$ cat src/rtl/exu_lsu_if.sv
// Core-side request, data-bus and writeback signals of the execute-stage load/store unit.
// The slave modport is the LSU; the master modport is the core plus memory environment.
interface exu_lsu_if #(
  parameter int RD_W = 5
) ();
  logic            req_valid_i;
  logic            req_ready_o;
  logic            req_we_i;
  logic [2:0]      req_op_i;
  logic [31:0]     req_addr_i;
  logic [31:0]     req_wdata_i;
  logic [RD_W-1:0] req_rd_i;
  logic            misaligned_o;

  logic            mem_req_o;
  logic            mem_gnt_i;
  logic [31:0]     mem_addr_o;
  logic            mem_we_o;
  logic [3:0]      mem_be_o;
  logic [31:0]     mem_wdata_o;
  logic            mem_rvalid_i;
  logic [31:0]     mem_rdata_i;

  logic            wb_valid_o;
  logic [RD_W-1:0] wb_rd_o;
  logic [31:0]     wb_data_o;
  logic            busy_o;
  logic            resp_err_o;

  modport slave (
    input  req_valid_i, req_we_i, req_op_i, req_addr_i, req_wdata_i, req_rd_i,
    input  mem_gnt_i, mem_rvalid_i, mem_rdata_i,
    output req_ready_o, misaligned_o,
    output mem_req_o, mem_addr_o, mem_we_o, mem_be_o, mem_wdata_o,
    output wb_valid_o, wb_rd_o, wb_data_o, busy_o, resp_err_o
  );

  modport master (
    output req_valid_i, req_we_i, req_op_i, req_addr_i, req_wdata_i, req_rd_i,
    output mem_gnt_i, mem_rvalid_i, mem_rdata_i,
    input  req_ready_o, misaligned_o,
    input  mem_req_o, mem_addr_o, mem_we_o, mem_be_o, mem_wdata_o,
    input  wb_valid_o, wb_rd_o, wb_data_o, busy_o, resp_err_o
  );
endinterface

$ cat src/rtl/exu_lsu.sv
// Execute-stage load/store unit: up to NOUT in-flight bus requests with in-order responses,
// load alignment/extension into a registered writeback, misaligned ops rejected off-bus.
module exu_lsu #(
  parameter int NOUT = 2,
  parameter int RD_W = 5
) (
  input  logic      clk,
  input  logic      rst_n,
  exu_lsu_if.slave  bus
);
  localparam int PW = $clog2(NOUT);

  logic [PW:0]     wr_ptr_q, wr_ptr_d;
  logic [PW:0]     rd_ptr_q, rd_ptr_d;
  logic [PW:0]     count;
  logic            full, empty;

  logic            meta_load_q [NOUT];
  logic [2:0]      meta_op_q   [NOUT];
  logic [1:0]      meta_off_q  [NOUT];
  logic [RD_W-1:0] meta_rd_q   [NOUT];

  logic            wb_valid_q, wb_valid_d;
  logic [RD_W-1:0] wb_rd_q, wb_rd_d;
  logic [31:0]     wb_data_q, wb_data_d;
  logic            resp_err_q, resp_err_d;

  logic [1:0]      off;
  logic            is_b, is_h, is_w;
  logic            misaligned, mem_req, accept, pop;
  logic [PW-1:0]   wr_idx, rd_idx;
  logic [31:0]     rshift;
  logic [31:0]     load_data;

  assign off   = bus.req_addr_i[1:0];
  assign is_b  = (bus.req_op_i[1:0] == 2'b00);
  assign is_h  = (bus.req_op_i[1:0] == 2'b01);
  assign is_w  = (bus.req_op_i[1:0] == 2'b10);

  // Pointers carry a wrap bit, so their difference is the occupancy directly.
  assign count = wr_ptr_q - rd_ptr_q;
  assign full  = (count == (PW+1)'(NOUT));
  assign empty = (count == '0);

  assign misaligned = bus.req_valid_i & ((is_w & (off != 2'b00)) | (is_h & off[0]));
  assign mem_req    = bus.req_valid_i & ~full & ~misaligned;
  assign accept     = mem_req & bus.mem_gnt_i;
  assign pop        = bus.mem_rvalid_i & ~empty;

  assign wr_idx = wr_ptr_q[PW-1:0];
  assign rd_idx = rd_ptr_q[PW-1:0];

  assign bus.misaligned_o = misaligned;
  assign bus.req_ready_o  = misaligned | accept;
  assign bus.mem_req_o    = mem_req;
  assign bus.mem_addr_o   = {bus.req_addr_i[31:2], 2'b00};
  assign bus.mem_we_o     = bus.req_we_i;

  always_comb begin
    bus.mem_be_o    = 4'b1111;
    bus.mem_wdata_o = bus.req_wdata_i;
    if (is_b) begin
      bus.mem_be_o    = 4'b0001 << off;
      bus.mem_wdata_o = {4{bus.req_wdata_i[7:0]}};
    end else if (is_h) begin
      bus.mem_be_o    = 4'b0011 << off;
      bus.mem_wdata_o = {2{bus.req_wdata_i[15:0]}};
    end
  end

  // Lane select uses the offset captured at issue, not the current request.
  assign rshift = bus.mem_rdata_i >> {meta_off_q[rd_idx], 3'b000};

  always_comb begin
    load_data = bus.mem_rdata_i;
    case (meta_op_q[rd_idx])
      3'b000:  load_data = {{24{rshift[7]}}, rshift[7:0]};
      3'b100:  load_data = {24'h0, rshift[7:0]};
      3'b001:  load_data = {{16{rshift[15]}}, rshift[15:0]};
      3'b101:  load_data = {16'h0, rshift[15:0]};
      default: load_data = bus.mem_rdata_i;
    endcase
  end

  always_comb begin
    wr_ptr_d   = wr_ptr_q + (PW+1)'(accept);
    rd_ptr_d   = rd_ptr_q + (PW+1)'(pop);
    wb_valid_d = pop & meta_load_q[rd_idx];
    wb_rd_d    = wb_rd_q;
    wb_data_d  = wb_data_q;
    if (pop && meta_load_q[rd_idx]) begin
      wb_rd_d   = meta_rd_q[rd_idx];
      wb_data_d = load_data;
    end
    resp_err_d = resp_err_q | (bus.mem_rvalid_i & empty);
  end

  always_ff @(posedge clk or negedge rst_n) begin
    if (!rst_n) begin
      wr_ptr_q   <= '0;
      rd_ptr_q   <= '0;
      wb_valid_q <= 1'b0;
      wb_rd_q    <= '0;
      wb_data_q  <= '0;
      resp_err_q <= 1'b0;
      for (int i = 0; i < NOUT; i++) begin
        meta_load_q[i] <= 1'b0;
        meta_op_q[i]   <= '0;
        meta_off_q[i]  <= '0;
        meta_rd_q[i]   <= '0;
      end
    end else begin
      wr_ptr_q   <= wr_ptr_d;
      rd_ptr_q   <= rd_ptr_d;
      wb_valid_q <= wb_valid_d;
      wb_rd_q    <= wb_rd_d;
      wb_data_q  <= wb_data_d;
      resp_err_q <= resp_err_d;
      if (accept) begin
        meta_load_q[wr_idx] <= ~bus.req_we_i;
        meta_op_q[wr_idx]   <= bus.req_op_i;
        meta_off_q[wr_idx]  <= off;
        meta_rd_q[wr_idx]   <= bus.req_rd_i;
      end
    end
  end

  assign bus.wb_valid_o = wb_valid_q;
  assign bus.wb_rd_o    = wb_rd_q;
  assign bus.wb_data_o  = wb_data_q;
  assign bus.busy_o     = ~empty;
  assign bus.resp_err_o = resp_err_q;
endmodule

$ cat src/flat_wrapper.sv
// flat-port wrapper written by rule: the top's interface ports become plain ports
module exu_lsu_flat 
#(
  parameter int NOUT = 2,
  parameter int RD_W = 5
)
  (clk, rst_n, bus_req_valid_i, bus_req_we_i, bus_req_op_i, bus_req_addr_i, bus_req_wdata_i, bus_req_rd_i, bus_mem_gnt_i, bus_mem_rvalid_i, bus_mem_rdata_i, bus_req_ready_o, bus_misaligned_o, bus_mem_req_o, bus_mem_addr_o, bus_mem_we_o, bus_mem_be_o, bus_mem_wdata_o, bus_wb_valid_o, bus_wb_rd_o, bus_wb_data_o, bus_busy_o, bus_resp_err_o);
  exu_lsu_if #(.RD_W(RD_W)) bus_i ();
  input  logic clk;
  input  logic rst_n;
  input wire logic [$bits(bus_i.req_valid_i)-1:0] bus_req_valid_i;
  input wire logic [$bits(bus_i.req_we_i)-1:0] bus_req_we_i;
  input wire logic [$bits(bus_i.req_op_i)-1:0] bus_req_op_i;
  input wire logic [$bits(bus_i.req_addr_i)-1:0] bus_req_addr_i;
  input wire logic [$bits(bus_i.req_wdata_i)-1:0] bus_req_wdata_i;
  input wire logic [$bits(bus_i.req_rd_i)-1:0] bus_req_rd_i;
  input wire logic [$bits(bus_i.mem_gnt_i)-1:0] bus_mem_gnt_i;
  input wire logic [$bits(bus_i.mem_rvalid_i)-1:0] bus_mem_rvalid_i;
  input wire logic [$bits(bus_i.mem_rdata_i)-1:0] bus_mem_rdata_i;
  output wire logic [$bits(bus_i.req_ready_o)-1:0] bus_req_ready_o;
  output wire logic [$bits(bus_i.misaligned_o)-1:0] bus_misaligned_o;
  output wire logic [$bits(bus_i.mem_req_o)-1:0] bus_mem_req_o;
  output wire logic [$bits(bus_i.mem_addr_o)-1:0] bus_mem_addr_o;
  output wire logic [$bits(bus_i.mem_we_o)-1:0] bus_mem_we_o;
  output wire logic [$bits(bus_i.mem_be_o)-1:0] bus_mem_be_o;
  output wire logic [$bits(bus_i.mem_wdata_o)-1:0] bus_mem_wdata_o;
  output wire logic [$bits(bus_i.wb_valid_o)-1:0] bus_wb_valid_o;
  output wire logic [$bits(bus_i.wb_rd_o)-1:0] bus_wb_rd_o;
  output wire logic [$bits(bus_i.wb_data_o)-1:0] bus_wb_data_o;
  output wire logic [$bits(bus_i.busy_o)-1:0] bus_busy_o;
  output wire logic [$bits(bus_i.resp_err_o)-1:0] bus_resp_err_o;
  assign bus_i.req_valid_i = bus_req_valid_i;
  assign bus_i.req_we_i = bus_req_we_i;
  assign bus_i.req_op_i = bus_req_op_i;
  assign bus_i.req_addr_i = bus_req_addr_i;
  assign bus_i.req_wdata_i = bus_req_wdata_i;
  assign bus_i.req_rd_i = bus_req_rd_i;
  assign bus_i.mem_gnt_i = bus_mem_gnt_i;
  assign bus_i.mem_rvalid_i = bus_mem_rvalid_i;
  assign bus_i.mem_rdata_i = bus_mem_rdata_i;
  assign bus_req_ready_o = bus_i.req_ready_o;
  assign bus_misaligned_o = bus_i.misaligned_o;
  assign bus_mem_req_o = bus_i.mem_req_o;
  assign bus_mem_addr_o = bus_i.mem_addr_o;
  assign bus_mem_we_o = bus_i.mem_we_o;
  assign bus_mem_be_o = bus_i.mem_be_o;
  assign bus_mem_wdata_o = bus_i.mem_wdata_o;
  assign bus_wb_valid_o = bus_i.wb_valid_o;
  assign bus_wb_rd_o = bus_i.wb_rd_o;
  assign bus_wb_data_o = bus_i.wb_data_o;
  assign bus_busy_o = bus_i.busy_o;
  assign bus_resp_err_o = bus_i.resp_err_o;
  exu_lsu #(.NOUT(NOUT), .RD_W(RD_W)) u_core (.clk(clk), .rst_n(rst_n), .bus(bus_i));
endmodule
$ cat config.mk
export PLATFORM = sky130hd
export DESIGN_NAME = exu_lsu_flat
export DESIGN_NICKNAME = d
export VERILOG_FILES = /design/src/rtl/exu_lsu_if.sv /design/src/rtl/exu_lsu.sv /design/src/flat_wrapper.sv
export SDC_FILE = /design/constraint.sdc
export NUM_CORES = 1
export LEC_CHECK = 0
export ABC_AREA = 1
export BUFFER_PORTS_ARGS = -buffer_cell sky130_fd_sc_hd__buf_4
export CAP_MARGIN = 20
export CORE_MARGIN = 8
export CORE_UTILIZATION = 47
export DETAILED_ROUTE_END_ITERATION = 10
export PLACE_DENSITY = 0.81
export SLEW_MARGIN = 20
export SYNTH_ARGS = -nofsm -noshare
export SYNTH_HDL_FRONTEND = slang
export SYNTH_SLANG_ARGS = --single-unit
$ cat constraint.sdc
create_clock -name clk -period 3.1 [get_ports clk]
set_input_delay 0.93 -clock clk [delete_from_list [all_inputs] [get_ports clk]]
set_output_delay 0.93 -clock clk [all_outputs]
set_load 0.005 [all_outputs]
==> flow_summary.toml, run 1 <==
[sta]
setup_viol = 0
setup_ws_ns = 0.153
fin_tns_setup_ns = 0
final_hold_viol_count = 0
rsz0062_at_grt = "false"
tightest_slew_ns = 0.842
fmax_mhz = 339
skew_ns = 0.0102
slew_headroom_pct = 43.9
min_period_over_period_pct = 95.1
period_minus_slack_ns = 2.95
slew_viol_final = 0

[route]
drc_errors = 0
routedWlPerCell_um = 15.7
routed_wl_um = 14300
via_count = 4589
ant_nets = 0
viasPerCell = 5.06
dr.pass1.iters = 6
first_iter_violations = 308

[finish]
layout_commonest_cell = "nand2_1"
nets = 886
fillCellCount = 894
area_growth_pct = 25.1
drive_gt1_share_pct = 31.5
final_cell_mix = "nand2_1, buf_4, inv_1, dfrtp_1, nor2_1"
antennaDiodeCount = 0
fin_cells = 907
design_area_um2 = 5750

[floorplan]
fp.dieH_um = 115
initial_core_util_pct = 47.7
die_w_um = 115
num_io_pins = 222
fp-row-count = 36
dieArea_um2 = 13200
core_region_area_um2 = 9640

[logic_synthesis]
ys_ff_latch = 65
synthFlopType = "dfrtp_1"
synth_edf_count = 0
synth_seq_area_share_pct = 35.4
netlist_area_um2 = 4600
avgSynthCellArea_um2 = 7.00
yosys_warnings = 0
synthArstFlopShare_pct = 100
yosysUniqueCellTypes = 30
synthCells = 657

[worst_hold_path]
hold_class = "reg -> reg"

[place]
dp_cells = 891
io_buffers = 159
dpl_cell_area_um2 = 5560
gp_congestion = 0.865
dp_hpwl_um = 11000
post-place-ws_ns = 0.164

[power_and_ir_drop]
p_leak_uw = 0.00322
p_int_uw = 2940
clkPwrFrac_pct = 13.4
switchingPower_uw = 2420
powerDensity_nw_per_um2 = 930
netSwitchingFraction_pct = 45.2
share_comb_of_total_power_pct = 58.6
total_power_uw = 5350
peakVddDrop_mv = 0.360
share_seq_of_total_power_pct = 28.1

[clock_network]
clock-sinks = 65
cts_hold_buffers = 0
cts_max_level = 3
cts_resized = 0
root_buffer = "clkbuf_8"
cts_tree = "yes"
clkLatencyLatePin_ns = 0.35
clockBufferDepth = 2
clkSlewWorstSetupHoldPaths_ns = 0.07
cts_setup_buffers = 0
cts_buffers = 9

[global_route]
grt_pass1_vias = 4693
gr-usage-all-layers_pct = 21.8
antenna_found_initial = 0
grt_overflow_total = 0
grt_pass1_wl_um = 23000
grt_max_degree = 66

[critical_path]
cp_data_arrival_time_ns = 2.02
critical_path_required_ns = 2.17
cp-end-kind = "output pin"
worstPathMaxFanout = 6
critical_path_class = "in -> out"
cp-start-kind = "primary input"

[run]
max_cap_violations = 0

[outcome]
status = "complete, no violations"
registers in the layout (all words and copies together), names as in the netlist:
| signal | count |
|---|---|
| u_core.bus.resp_err_o | 1 |
| u_core.bus.wb_data_o | 32 |
| u_core.bus.wb_rd_o | 5 |
| u_core.bus.wb_valid_o | 1 |
| u_core.meta_load_q | 2 |
| u_core.meta_off_q | 4 |
| u_core.meta_op_q | 6 |
| u_core.meta_rd_q | 10 |
| u_core.rd_ptr_q | 2 |
| u_core.wr_ptr_q | 2 |
stage by stage:
stage                     utilization (%)  hold slack, ns
after floorplan                         -           0.442
after detailed placement             57.7           0.464
after global placement               57.7           0.458
after global routing                 59.7           0.500
final                                59.7           0.481
after CTS                            59.7           0.482
kinds of logic after synthesis:
kind of cell | share of synthesized area (%)
simple gates | 34.9
buf+inv | 17.2
compound gates | 8.98
flops | 35.4
fa+ha+maj | 1.90
mux | 1.22
xor+xnor | 0.381
other cells | 0.0816
critical path: stages:
cell     delay, ns
buf_4         0.12
inv_1         0.07
ha_1          0.21
o31ai_1       0.29
nor3_1        0.10
nand2_1       0.10
nand2_1       0.06
buf_4         0.13
synthesized netlist by cell type (2+ instances only):
library cell / n / area [um^2]
ha_1: 7 / 87.6
nor3_1: 3 / 15.0
nand3_4: 2 / 35.0
inv_2: 3 / 11.3
a21oi_1: 18 / 90.1
xor2_1: 2 / 17.5
or2_2: 23 / 144
nand2_2: 5 / 31.3
nand3_2: 16 / 160
o21ai_2: 2 / 17.5
nor2_1: 62 / 233
o31ai_1: 6 / 45.0
mux2_2: 5 / 56.3
o211ai_1: 21 / 158
buf_2: 8 / 40.0
o21ai_0: 19 / 95.1
buf_6: 6 / 67.6
nand2_1: 215 / 807
nand3_1: 31 / 155
inv_1: 76 / 285
clkbuf_1: 12 / 45.0
dfrtp_1: 65 / 1630
or2_0: 2 / 12.5
buf_4: 42 / 315
cell type report:
cell class | instances | area [um^2] | share of cell area, %
Clock buffer | 9 | 124 | 2.15
Clock inverter | 7 | 71.3 | 1.24
Inverter | 80 | 303 | 5.26
Multi-Input combinational cell | 443 | 2190 | 38.0
Sequential cell | 65 | 1630 | 28.3
Tap cell | 133 | 166 | 2.89
Timing Repair Buffer | 170 | 1280 | 22.2
routing by layer:
metal / part of all wire, % / wire length (um) / up-vias / GRT usage, %
met2: 47 / 6640 / 249 / 36.1
met1: 39 / 5580 / 2093 / 24.9
met3: 12 / 1690 / 37 / 8.19
met4: 2.5 / 356 / 0 / 9.11
met5: 0 / 0 / - / 0
li1: - / - / 2210 / -
power by group through the flow:
stage / registers, uW / logic [uW] / clock network (uW)
floorplan: 1490 / 2170 / 0
global placement: 1500 / 3060 / 0
detailed placement: 1520 / 3120 / 0
CTS: 1500 / 3150 / 733
global route: 1550 / 3530 / 777
finish: 1500 / 3130 / 716
final timing paths:
kind,start,end,slack (ns),cells after the start
min in group asynchronous,rst_n,u_core.bus.wb_data_o[10],0.65,1
worst min-delay path,u_core.bus.wb_data_o[3],u_core.bus.wb_data_o[3],0.48,2
worst max-delay path,bus_req_addr_i[0],bus_req_ready_o,0.15,8
worst min register to register,u_core.bus.wb_data_o[3],u_core.bus.wb_data_o[3],0.48,2
max in group asynchronous,rst_n,u_core.bus.wb_data_o[2],1.87,1
worst max register to register,u_core.rd_ptr_q[0],u_core.bus.wb_data_o[19],0.81,10
No activity file was read; power rests on OpenSTA's default activity.
==> inputs of run 2 (changes only) <==
Settings changed: ABC_AREA 1 to unset, PLACE_DENSITY 0.81 to 0.82.
==> flow_summary.toml, run 2 <==
[finish]
fillCellCount = 745
nets = 674
fin_cells = 673
antennaDiodeCount = 0
largest_register_ffs = 32
area_growth_pct = 28.5
drive_gt1_share_pct = 45.6
final_cell_mix = "buf_4, dfrtp_1, nor2_1, nand2_1, mux2_2"
layout_commonest_cell = "buf_4"

[floorplan]
fp.dieH_um = 112
die_w_um = 112
fp-row-count = 35
dieArea_um2 = 12600
core_region_area_um2 = 9150
initial_core_util_pct = 47.8
num_io_pins = 222

[power_and_ir_drop]
share_comb_of_total_power_pct = 58.1
p_int_uw = 3400
netSwitchingFraction_pct = 40.5
share_seq_of_total_power_pct = 28.1
peakVddDrop_mv = 0.385
switchingPower_uw = 2310
p_leak_uw = 0.00255
powerDensity_nw_per_um2 = 1020
clkPwrFrac_pct = 13.8

[logic_synthesis]
netlist_area_um2 = 4370
synth_top_area_share_pct = 37.2
synthArstFlopShare_pct = 100
synthTopCellsByCount = "dfrtp_1, nor2_1, nand2_1, buf_4, mux2_2"
yosys_warnings = 0
ys_ff_latch = 65
synth_edf_count = 0
avgSynthCellArea_um2 = 9.89
synthFlopType = "dfrtp_1"
synthCells = 442
synth_seq_area_share_pct = 37.2
synth_area_leader_cell = "dfrtp_1"
yosysMostFrequentCell = "dfrtp_1"
synth_top_cells_by_area = "dfrtp_1, mux2_2, buf_4, a31oi_4, nor2_1"
yosysUniqueCellTypes = 45

[route]
first_iter_violations = 195
routedWlPerCell_um = 18.6
ant_nets = 0
via_count = 3727
viasPerCell = 5.54
dr.pass1.iters = 4
drc_errors = 0
routed_wl_um = 12500

[place]
dp_cells = 657
gp_congestion = 0.802
dp_hpwl_um = 9730
io_buffers = 159

[critical_path]
cp-end-kind = "output pin"
rr_startpoint = "u_core.rd_ptr_q[0]"
worstPathMaxFanout = 2
critical_path_class = "in -> out"
cp-start-kind = "primary input"
critical_path_required_ns = 2.17
r2r-end = "u_core.bus.wb_data_o[20]"
cp_data_arrival_time_ns = 2.11
rrSetupSlack_ns = 0.63
reg2regPathDepth = 6

[sta]
setup_viol = 0
hold_slack_ns = 0.476
skew_ns = 0.0111
fmax_mhz = 329
final_hold_viol_count = 0
fin_tns_setup_ns = 0
period_minus_slack_ns = 3.04
rsz0062_at_grt = "false"
slew_headroom_pct = 45.9
min_period_over_period_pct = 98.1
slew_viol_final = 0
tightest_slew_ns = 0.812

[clock_network]
clkLatencyLatePin_ns = 0.34
clockBufferDepth = 2
clkSlewWorstSetupHoldPaths_ns = 0.07
cts_tree = "yes"
cts_setup_buffers = 0
cts_hold_buffers = 0
cts_max_level = 3
root_buffer = "clkbuf_8"
clock-sinks = 65
cts_buffers = 9

[global_route]
grt_max_degree = 66
grt_overflow_total = 0
grt_pass1_wl_um = 19600
grt_pass1_vias = 3904
gr-usage-all-layers_pct = 19.3
antenna_found_initial = 0

[worst_hold_path]
hold_class = "reg -> reg"
hold_path_depth = 1
min_from = "u_core.bus.resp_err_o"
hold_end = "u_core.bus.resp_err_o"

[run]
max_cap_violations = 0

[outcome]
status = "complete, no violations"
[run 2: cell count changes after synthesis, moves of 15 or more]
cell       delta
nand2b_1     +21
a31oi_1      +20
mux2_2       +33
nand3_2      -16
nand3_1      -31
nand2_1     -169
or2_2        -21
inv_1        -70
a2bb2oi_1    +15
o211ai_1     -21
[run 2: worst max path at each step]
stage | startpoint | end | depth (start not counted)
finish | bus_req_addr_i[0] | bus_req_ready_o | 9
global route | bus_req_addr_i[0] | bus_req_ready_o | 9
CTS | bus_req_addr_i[0] | bus_req_ready_o | 9
detailed placement | bus_req_addr_i[0] | bus_req_ready_o | 9
global placement | bus_req_addr_i[0] | bus_req_ready_o | 9
floorplan | bus_req_addr_i[0] | bus_req_ready_o | 7
[run 2: cell families after synthesis]
kind of cell	count (synthesis)	synth area share, %
buffers and inverters	76	10.9
DFF	65	37.2
other	1	0.0858
xor gates and xnor gates	5	1.00
adders and majority gates	7	2.00
muxes	61	17.3
AOI/OAI and AO/OA	94	17.9
and+or+nand+nor	133	13.7
[run 2: critical path: stages]
cell      delay [ns]
buf_4           0.09
inv_1           0.05
ha_2            0.18
nand2b_4        0.14
o21ai_4         0.13
nor2_2          0.05
and2_4          0.14
or2_2           0.27
buf_4           0.14
[run 2: power groups by stage]
stage               sequential, uW  clock, uW  combinational (uW)
finish                        1610        786                3320
global route                  1660        858                3610
CTS                           1600        805                3340
detailed placement            1620          0                3320
global placement              1590          0                3200
floorplan                     1560          0                2370
[run 2: area by class of cell]
type / count / area, um^2 / share of cell area [%]
clock inverters: 7 / 95.1 / 1.69
well taps: 111 / 139 / 2.47
clock buffers: 9 / 124 / 2.20
repair buffers: 173 / 1310 / 23.3
flip-flops and latches: 65 / 1630 / 29.0
multi-input cells: 302 / 2300 / 40.9
inverters: 6 / 22.5 / 0.401
[run 2: repair_timing]
item	in CTS	in global routing
endpoints found under the setup margin	1	1
pin swaps	2	2
gates resized for setup	4	3
[run 2: layer usage]
metal,routed length (um),vias up,GRT usage (%)
met4,224,0,6.38
met3,1340,26,8.43
met2,6110,200,32.8
met1,4830,1761,21.1
li1,-,1740,-
met5,0,-,0
[run 2: per-stage QoR]
stage | setup slack, ns | cell area, um^2 | util (%) | total power, uW
after floorplan | 0.193 | 4380 | - | 3930
after global placement | -0.0622 | 5370 | 58.7 | 4800
after CTS | 0.00815 | 5610 | 61.2 | 5750
after detailed placement | -0.0973 | 5370 | 58.7 | 4940
after global routing | 0.00890 | 5620 | 61.4 | 6130
final | 0.0601 | 5620 | 61.4 | 5710
